### src/rtl/bus_switch_sequencer.sv
// bus_switch_sequencer: arbitrates transfer requests and sequences bus switch controls with direction turnaround (optional BUS_SWITCH_SEQ_RR_EN)
module bus_switch_sequencer #(
   parameter int HOLD_CYCLES = 1,
   parameter int TURN_CYCLES = 1
) (
   input  logic       clk,
   input  logic       nreset,
   input  logic       req0,
   input  logic [1:0] src0,
   input  logic [1:0] dst0,
   input  logic       mask0,
   input  logic       req1,
   input  logic [1:0] src1,
   input  logic [1:0] dst1,
   input  logic       mask1,
   output logic       gnt0,
   output logic       gnt1,
   output logic       done,
   output logic       err,
   output logic       busy,
   output logic       ctl_sw_1u,
   output logic       ctl_sw_1d,
   output logic       ctl_sw_2u,
   output logic       ctl_sw_2d,
   output logic       ctl_sw_mask543_en
);
   typedef enum logic [1:0] {IDLE, TURN, DRIVE} state_t;
   typedef enum logic [1:0] {NONE, UP, DOWN} dir_t;
   localparam logic [3:0] HOLD_M1 = 4'(HOLD_CYCLES - 1);
   localparam logic [3:0] TURN_M1 = 4'(TURN_CYCLES - 1);
   state_t     state_q, state_d;
   dir_t       ld1_q, ld1_d, ld2_q, ld2_d;
   logic [3:0] cnt_q, cnt_d;
   logic [3:0] route_q, route_d;
   logic       mask_q, mask_d;
   logic [9:0] out_q, out_d;
   logic [1:0] gnt_d;
   logic       err_d, drive_d, sel1, legal, conflict, msk;
   logic [1:0] src, dst;
   logic [3:0] rt;
`ifdef BUS_SWITCH_SEQ_RR_EN
   logic       rr_q, rr_d;
   assign sel1 = req1 & (~req0 | rr_q);
`else
   assign sel1 = ~req0;
`endif
   assign src      = sel1 ? src1 : src0;
   assign dst      = sel1 ? dst1 : dst0;
   assign msk      = sel1 ? mask1 : mask0;
   assign legal    = (src != dst) && (src != 2'd3) && (dst != 2'd3);
   assign rt       = {src == 2'd0, dst == 2'd0, dst == 2'd2, src == 2'd2};
   assign conflict = (rt[3] && ld1_q == DOWN) || (rt[2] && ld1_q == UP) ||
                     (rt[1] && ld2_q == DOWN) || (rt[0] && ld2_q == UP);
   assign {gnt0, gnt1, done, err, busy, ctl_sw_1u, ctl_sw_1d, ctl_sw_2u, ctl_sw_2d, ctl_sw_mask543_en} = out_q;
   // next-state, arbitration and registered-output decode
   always_comb begin
      state_d = state_q;
      cnt_d   = cnt_q;
      route_d = route_q;
      mask_d  = mask_q;
      ld1_d   = ld1_q;
      ld2_d   = ld2_q;
      gnt_d   = 2'b00;
      err_d   = 1'b0;
`ifdef BUS_SWITCH_SEQ_RR_EN
      rr_d    = rr_q;
`endif
      case (state_q)
         IDLE: if (req0 || req1) begin
            gnt_d = sel1 ? 2'b01 : 2'b10;
            err_d = ~legal;
`ifdef BUS_SWITCH_SEQ_RR_EN
            rr_d  = ~sel1;
`endif
            if (legal) begin
               route_d = rt;
               mask_d  = msk & rt[2];
               state_d = conflict ? TURN : DRIVE;
               cnt_d   = conflict ? TURN_M1 : HOLD_M1;
            end
         end
         TURN: begin
            state_d = (cnt_q == 4'd0) ? DRIVE : TURN;
            cnt_d   = (cnt_q == 4'd0) ? HOLD_M1 : cnt_q - 4'd1;
         end
         DRIVE: if (cnt_q == 4'd0) begin
            state_d = IDLE;
            ld1_d   = route_q[3] ? UP : route_q[2] ? DOWN : ld1_q;
            ld2_d   = route_q[1] ? UP : route_q[0] ? DOWN : ld2_q;
         end else begin
            cnt_d = cnt_q - 4'd1;
         end
         default: state_d = IDLE;
      endcase
      drive_d = (state_d == DRIVE);
      out_d   = {gnt_d, drive_d && cnt_d == 4'd0, err_d, state_d != IDLE,
                 drive_d ? route_d : 4'b0000, drive_d & mask_d};
   end
   // state and output registers with synchronous active-low reset
   always_ff @(posedge clk) begin
      if (!nreset) begin
         state_q <= IDLE;
         cnt_q   <= '0;
         route_q <= '0;
         mask_q  <= 1'b0;
         ld1_q   <= NONE;
         ld2_q   <= NONE;
         out_q   <= '0;
`ifdef BUS_SWITCH_SEQ_RR_EN
         rr_q    <= 1'b0;
`endif
      end else begin
         state_q <= state_d;
         cnt_q   <= cnt_d;
         route_q <= route_d;
         mask_q  <= mask_d;
         ld1_q   <= ld1_d;
         ld2_q   <= ld2_d;
         out_q   <= out_d;
`ifdef BUS_SWITCH_SEQ_RR_EN
         rr_q    <= rr_d;
`endif
      end
   end
endmodule
### config.mk
export PLATFORM = sky130hd
export DESIGN_NAME = bus_switch_sequencer
export DESIGN_NICKNAME = d
export VERILOG_FILES = /design/src/rtl/bus_switch_sequencer.sv
export SDC_FILE = /design/constraint.sdc
export NUM_CORES = 1
export LEC_CHECK = 0
export CORE_ASPECT_RATIO = 1.1
export CORE_MARGIN = 1
export CORE_UTILIZATION = 46
export CTS_CLUSTER_SIZE = 16
export DETAILED_ROUTE_END_ITERATION = 16
export PLACE_DENSITY = 0.74
export SKIP_LAST_GASP = 1
export SYNTH_ARGS = -nofsm -noshare
export SYNTH_HDL_FRONTEND = slang
export SYNTH_SLANG_ARGS = --single-unit
export TNS_END_PERCENT = 10
### constraint.sdc
create_clock -name clk -period 1.91 [get_ports clk]
set_input_delay 0.573 -clock clk [delete_from_list [all_inputs] [get_ports clk]]
set_output_delay 0.573 -clock clk [all_outputs]
set_load 0.02 [all_outputs]
==> results of run 1 <==
==> sequential cells by signal (all words and copies together) (netlist names) <==
signal / flops
out_q: 10
mask_q: 1
cnt_q: 4
ld2_q: 2
ld1_q: 2
route_q: 4
state_q: 2
==> logic make-up (layout without fill, tap and decap cells) <==
group / after synthesis / in the layout / share of synthesized area, %
AND/OR/NAND/NOR: 60 / 60 / 23.6
XOR/XNOR: 4 / 4 / 2.61
buffers and inverters: 14 / 66 / 4.28
adder cells (fa/ha/maj): 3 / 3 / 2.70
AO/OA/AOI/OAI: 34 / 34 / 19.4
flip-flops: 25 / 25 / 37.2
multiplexers: 13 / 13 / 10.2
==> worst max path at each step <==
| stage | end | depth (start not counted) |
|---|---|---|
| after CTS | out_q[7]$_SDFF_PN0_ | 10 |
| final | route_q[3]$_SDFF_PN0_ | 7 |
| after global placement | out_q[7]$_SDFF_PN0_ | 6 |
| after global routing | out_q[7]$_SDFF_PN0_ | 10 |
| after floorplan | out_q[7]$_SDFF_PN0_ | 10 |
| after detailed placement | out_q[7]$_SDFF_PN0_ | 6 |
==> routing by layer <==
layer  share of wire, %  vias to the layer above
met4               0.88                        0
met1                 44                      609
met5                  0                        -
met3                3.3                        4
met2                 51                       30
li1                   -                      633
==> layout make-up <==
| type | instances | area [µm²] |
|---|---|---|
| Multi-Input combinational cell | 114 | 867 |
| Fill cell | 205 | 850 |
| Sequential cell | 25 | 502 |
| Timing Repair Buffer | 54 | 462 |
| Tap cell | 33 | 41.3 |
| Inverter | 8 | 30.0 |
| Clock buffer | 4 | 26.3 |
==> power by group through the flow <==
stage	sequential, mW	combinational (mW)	clock, mW
floorplan	0.570	0.101	0
global placement	0.557	0.223	0
detailed placement	0.558	0.228	0
CTS	0.546	0.244	0.241
global route	0.548	0.266	0.267
finish	0.546	0.245	0.235
==> critical path, cell delays in order <==
cell and delay [ns]:
clkdlybuf4s50_1 0.45, nor2_2 0.21, xor2_2 0.19, a32o_2 0.29, buf_4 0.15, mux2_1 0.31
nor2b_1 0.12
==> per-stage QoR <==
stage	power, mW	utilization (%)	worst slack, ns	hold WS [ns]
2_1_floorplan	0.671	-	-0.104	0.443
3_3_place_gp	0.780	66.4	-0.609	0.465
3_5_place_dp	0.785	66.4	-0.635	0.472
4_1_cts	1.03	69.4	-0.118	0.490
5_1_grt	1.08	69.4	-0.265	0.543
6_report	1.03	69.4	-0.131	0.489
==> placed cells by master, fill, tap and decap left out, types with 4 or more instances in the layout <==
cell type	instances
buf_4	31
dfxtp_1	24
clkdlybuf4s50_1	22
nand2_1	16
nor2_1	11
nand2b_1	10
mux2i_1	8
nor2b_1	7
a21oi_1	6
inv_1	5
a21boi_0	5
nor2_2	4
==> timing repair <==
item                                    4_1_cts  5_1_grt
pin swaps                                     4        0
resized for setup                            12        0
endpoints found under the setup margin       16       15
setup buffers                                 1        0
cloned                                        0        0
==> metrics list, run 1 <==
- Status: finished with violations
* Failing checks: negative setup slack
* Layout cell share with drive strength beyond 1: 29.3%
- The share of the Yosys chip area taken by registers is 37.2%.
* Largest fanout of any net on the critical path: 5
* Primary flip-flop cell chosen by synthesis mapping: dfxtp_1
* Min-Delay Startpoint: ld2_q[0]$_SDFFE_PN0P_
* Layout-stage area growth over the synthesis result: 43.5%
- Across the run, the number of max-cap violations was 0.
- Hold repair after CTS inserted 0 buffers.
- The final hold violation count was 0.
- Routed Wire Length: 3180 µm
* Count of antenna diodes in the layout: 0
* Initial antenna violation count: 0
- The via count of the first global-routing pass was 1282.
- Ys Warns: 0
- Setup Total Neg Slack: -0.658 ns
- Capturing element type of the critical path: flip-flop
* Source-to-sink clock delay at the later pin of the worst-skew pair: 0.31 ns
- Internal power comes to 0.750 mW.
- In this run the core area contains 20 standard-cell rows.
- Static timing analysis puts the maximum clock frequency at 0.490 GHz.
* Final worst-path setup slack: -0.131 ns
- Switching part of the total: 26.8%
- Sinks on the clock net: 25
* R2r setup slk: -0.10 ns
- Total gr overflow: 0
* Global Route met2 Usage: 42.0%
- Leak Pwr: 0.768 nW
- The floorplan step set the die height to 58.7 µm.
- Setup skew after layout: 0.00541 ns
- For the worst setup path, the data required time is 2.17 ns.
- For this run, the post-layout net count is 222.
- PortBufs: 23
- The number of cells on the worst reg-to-reg path is 10.
- Clock share of power: 22.9%
- The synthesized design spends more area on one cell type than any other, namely dfxtp_1.
- Unrepaired setup endpoints after global routing: true
- Std-Cell Core Area: 2780 µm²
* Data arrival time of the critical path: 2.30 ns
- Area share of the largest cell type after synthesis: 37.2%
* GR Util met3: 3.36%
- X dimension of the die: 53.5 µm
* Startpoint of the worst-slack reg-to-reg timing path: cnt_q[1]$_SDFF_PN0_
* Antenna-violating nets left: 0
* Switching power of the nets: 0.275 mW
- CTS placed an instance of clkbuf_4 at the clock tree root.
- Power density over cell area: 532 nW/µm²
* Flip-flop and latch count after synthesis: 25
- Using the TritonRoute via totals, the vias-per-cell ratio works out to 5.36.
* Post-CTS clock slew at the launch and capture registers of the worst setup and hold paths: 0.14 ns
- DRT Pass-1 Iters: 4
- The path with the worst hold slack has its endpoint at ld2_q[0]$_SDFFE_PN0P_.
- Count of H-tree levels built during CTS: 1
- Class of the tightest hold or removal check: flip-flop to flip-flop
* Proportion of power drawn by combinational gates: 23.9%
- Along the worst hold path, the cell count comes to 2.
* GRT met1 Usage: 28.4%
- Ranked by instance count, the synthesized netlist is headed by dfxtp_1 (25), nand2_1 (16), nor2_1 (15), nand2b_1 (10), mux2i_1 (9).
* Non-filler cells in the finished layout: 238
- Yosys mapped a number of flops with a built-in enable equal to 0.
- Critical Setup Path Class: primary input to flip-flop
* Inst Count DP: 233
- For this configuration, the core starts out at a cell density of 48.4%.
- The number of pins exceeding their max-slew limit in the final report is 0.
- By area the synthesized netlist is led by dfxtp_1 (37%), mux2i_1 (6.7%), nand2b_1 (4.7%), nand2_1 (4.5%), nor2_1 (4.2%).
* Vias: 1276
- Worst setup SP type: primary input
* Total routing resource utilization after global routing: 23.7%
* Nets in the synthesized netlist: 169
- Drt wl/cell: 13.4 µm
- The netlist uses 44 different library cells.
- Sequential Power Share: 53.2%
- Most heavily used metal layer in global routing: met2
- DP Area: 1850 µm²
- Post-Synthesis Cell Area: 1340 µm²
- IR drop worst, VDD: 0.387 mV
- Clock tree from TritonCTS: yes
* Actual slew at the worst max-slew pin: 0.397 ns
- DRC violation count after routing: 0
* FF-to-FF End: out_q[7]$_SDFF_PN0_
* Number of buffers on the longest clock path: 2
* Final setup violation count: 9
- The die covers 3140 µm².
* Final critical path time including I/O delays and setup: 2.04 ns
* Number of CTS-inserted buffers: 3
- Detailed placement ended at an HPWL of 2490 µm.
- I/O pin total: 24
* Drt initial violations: 25
* Launch point of the worst path: dst1[0]
- After synthesis, the mean cell area works out to 8.78 µm².
- With fillers left out, the area of the finished cells amounts to 1930 µm².
* Ratio of final minimum period to clock period: 107%
- Wire length of the first global-routing pass: 5510 µm
- Synthesis produced a netlist whose cell count is 153.
- Among all cell types in the netlist, the one instantiated most often is dfxtp_1.
- Relative slew slack: 73.4%
- Entering global routing, the biggest net connects 14 pins.
- Async set-reset flop share out of synthesis: 0%
- The congestion estimate from routability-driven global placement came to 0.896.
Power figures use the tool's default switching activity.
==> inputs of run 2 (changes only) <==
CORE_ASPECT_RATIO = default   (was 1.1)
SLEW_MARGIN = 20   (was default)
==> run 2 against run 1 <==
The flow still finishes with violations (negative setup slack). Final area increased by 6.4%. Register-to-register slack worse by 0.05 ns. Clock power about the same. Final cell count up 3.4%. Non-clock buffer count is 10 higher. Critical endpoint is now out_q[7]$_SDFF_PN0_.
==> metrics list, run 2 (synthesis gave the netlist of run 1 again) <==
* End point of the critical path: out_q[7]$_SDFF_PN0_
- The tightest min-delay check is of the flip-flop to flip-flop type.
- In this run the register-to-register setup slack is -0.15 ns.
- Setup skew after layout: 0.0112 ns
- I/O pin total: 24
* Final worst-path setup slack: -0.152 ns
* Worst-case reg-to-reg path depth: 10
- Detailed routing inserted a total of 1284 vias.
* Power density over cell area: 518 nW/µm²
* Clock share of power: 22.3%
* Clock root buffer: clkbuf_4
- The register with the most flip-flops in the layout has 10 of them.
- Switching power of the nets: 0.293 mW
- From left edge to right edge, the die measures 56.1 µm.
- Data arrival time of the critical path: 2.30 ns
* Ratio of final minimum period to clock period: 108%
- The startpoint identified for the worst register-to-register timing path is cnt_q[0]$_SDFF_PN0_.
* Unrepaired setup endpoints after global routing: true
- GP Congestion: 0.828
- The number of pins exceeding their max-slew limit in the final report is 0.
* Half-perimeter wire length after detailed placement: 2660 µm
- Capturing element type of the critical path: flip-flop
* Layout cell share with drive strength beyond 1: 35.8%
* Final-stage net count: 232
- Sinks on the clock net: 25
- VDD sags by at most 0.505 mV.
- The later pin in the worst-skew pair is clocked with a latency of 0.32 ns.
- Worst path required time: 2.15 ns
- Per report_power, the combinational group accounts for 26.3% of the total.
- Antenna-violating nets left: 0
- Most flops, register: out_q
- The clock passes through at most 2 buffers.
- The number of hold buffers added after CTS was 0.
* Count of H-tree levels built during CTS: 1
- Worst setup SP type: flip-flop
- Via density per instance: 5.22
* Internal cell power: 0.770 mW
- The core region is 2760 µm².
- Entering global routing, the biggest net connects 15 pins.
- The first detailed-routing pass took 4 iterations.
- Leaving out fill and tap cells, the most frequent cells in the layout are buf_4 (39), dfxtp_1 (24), clkdlybuf4s50_1 (21).
- The first global-routing pass estimated 5780 µm of wire.
- Overall power consumption: 1.06 mW
- Biggest regs: out_q (10), cnt_q (4), route_q (4)
- Achievable frequency: 0.485 GHz
- TritonCTS built the clock tree.
- The endpoint identified for the worst register-to-register timing path is out_q[7]$_SDFF_PN0_.
- Critical Setup Path Class: flip-flop to flip-flop
- Number of CTS-inserted buffers: 3
- After detailed routing, the number of remaining DRC violations is 0.
* Leak Pwr: 0.843 nW
* Worst Hold Path Cells: 2
- The final hold violation count came to 0.
- The die covers 3140 µm².
- From bottom edge to top edge, the die measures 56.1 µm.
- Clock-pin slew was measured on the worst setup and hold paths at 0.14 ns.
- Of all nets on the critical path, the largest fanout is 2.
* Starting density of the core: 48.7%
- Drt initial violations: 32
- Max-cap violations in this run came to 0.
- In this run the worst setup path begins at cnt_q[0]$_SDFF_PN0_.
- Measured against its own limit, the worst slew margin works out to 75.0%.
- Initial antenna violation count: 0
- Switching part of the total: 27.6%
* Final setup violation count: 11
- The floorplan has 19 rows.
- Actual slew at the worst max-slew pin: 0.374 ns
- Sequential Power Share: 51.4%
- Summed over all layers, the global routing overflow is 0.
* Failing checks: negative setup slack
- Count of antenna diodes in the layout: 0
* Drt wl/cell: 14.4 µm
- The flow ran to the end, but the final reports show violations.
* Layout-stage area growth over the synthesis result: 52.7%
- PortBufs: 23
- Vias in the first global route: 1301
- Including well taps, the total number of placed cells is 238.
- Commonest non-fill, non-tap cell in the layout: buf_4
- Routed Wire Length: 3540 µm
- For the finished layout, the period the worst path requires is 2.06 ns.
- Global routing used 23.0% of the available tracks across all layers.
* Non-filler cells in the finished layout: 246
==> run 2: final cells by class <==
| type | instances | area, µm² |
|---|---|---|
| multi-input cells | 114 | 907 |
| fillers | 203 | 706 |
| repair buffers | 64 | 547 |
| flip-flops and latches | 25 | 502 |
| well taps | 31 | 38.8 |
| inverters | 8 | 30.0 |
| clock buffers | 3 | 22.5 |
| clock inverters | 1 | 5.00 |
==> run 2: timing repair <==
action,CTS,global route
setup buffers,2,2
setup endpoints to repair,14,15
resized for setup,9,13
pin swaps,5,5
==> run 2: power groups by stage <==
stage | logic [mW] | registers (mW) | clock network (mW)
after floorplan | 0.101 | 0.570 | 0
after global placement | 0.240 | 0.557 | 0
after detailed placement | 0.246 | 0.557 | 0
after CTS | 0.260 | 0.546 | 0.242
after global routing | 0.297 | 0.549 | 0.259
final | 0.280 | 0.547 | 0.237
==> run 2: metrics by stage <==
step	hold slack [ns]	TNS [ns]	util [%]	instance area, µm²	setup WS, ns
finish	0.484	-1.30	74.4	2050	-0.152
global route	0.531	-2.16	74.4	2050	-0.249
CTS	0.487	-1.06	71.4	1970	-0.133
detailed placement	0.469	-7.96	68.7	1900	-0.604
global placement	0.465	-7.20	68.7	1900	-0.578
floorplan	0.443	-0.104	-	1380	-0.104
==> run 2: critical path, cell delays in order, from the launching register on <==
cell and delay (ns):
dfxtp_2 0.35, inv_2 0.07, ha_4 0.13, nor3b_4 0.20, inv_2 0.08, ha_4 0.25, nand2b_1 0.06, a31oi_2 0.24
o31ai_2 0.11, a221o_1 0.32, a2111oi_4 0.18
==> run 2: worst min path at each step <==
stage / end / slack, ns / start
floorplan: out_q[4]$_SDFF_PN0_ / 0.44 / route_q[3]$_SDFF_PN0_
global placement: ld1_q[0]$_SDFFE_PN0P_ / 0.47 / ld1_q[0]$_SDFFE_PN0P_
detailed placement: ld2_q[0]$_SDFFE_PN0P_ / 0.47 / ld2_q[0]$_SDFFE_PN0P_
CTS: ld2_q[0]$_SDFFE_PN0P_ / 0.49 / ld2_q[0]$_SDFFE_PN0P_
global route: ld1_q[0]$_SDFFE_PN0P_ / 0.53 / ld1_q[0]$_SDFFE_PN0P_
finish: ld2_q[0]$_SDFFE_PN0P_ / 0.48 / ld2_q[0]$_SDFFE_PN0P_
==> run 2: per-layer routing <==
metal | part of all wire (%) | wire length (µm) | vias to the layer above | global-route usage, %
met4 | 0.34 | 12 | 0 | 3.83
met2 | 49 | 1750 | 22 | 39.8
met3 | 3.7 | 130 | 2 | 5.12
li1 | - | - | 658 | -
met5 | 0 | 0 | - | 0
met1 | 47 | 1650 | 602 | 29.8
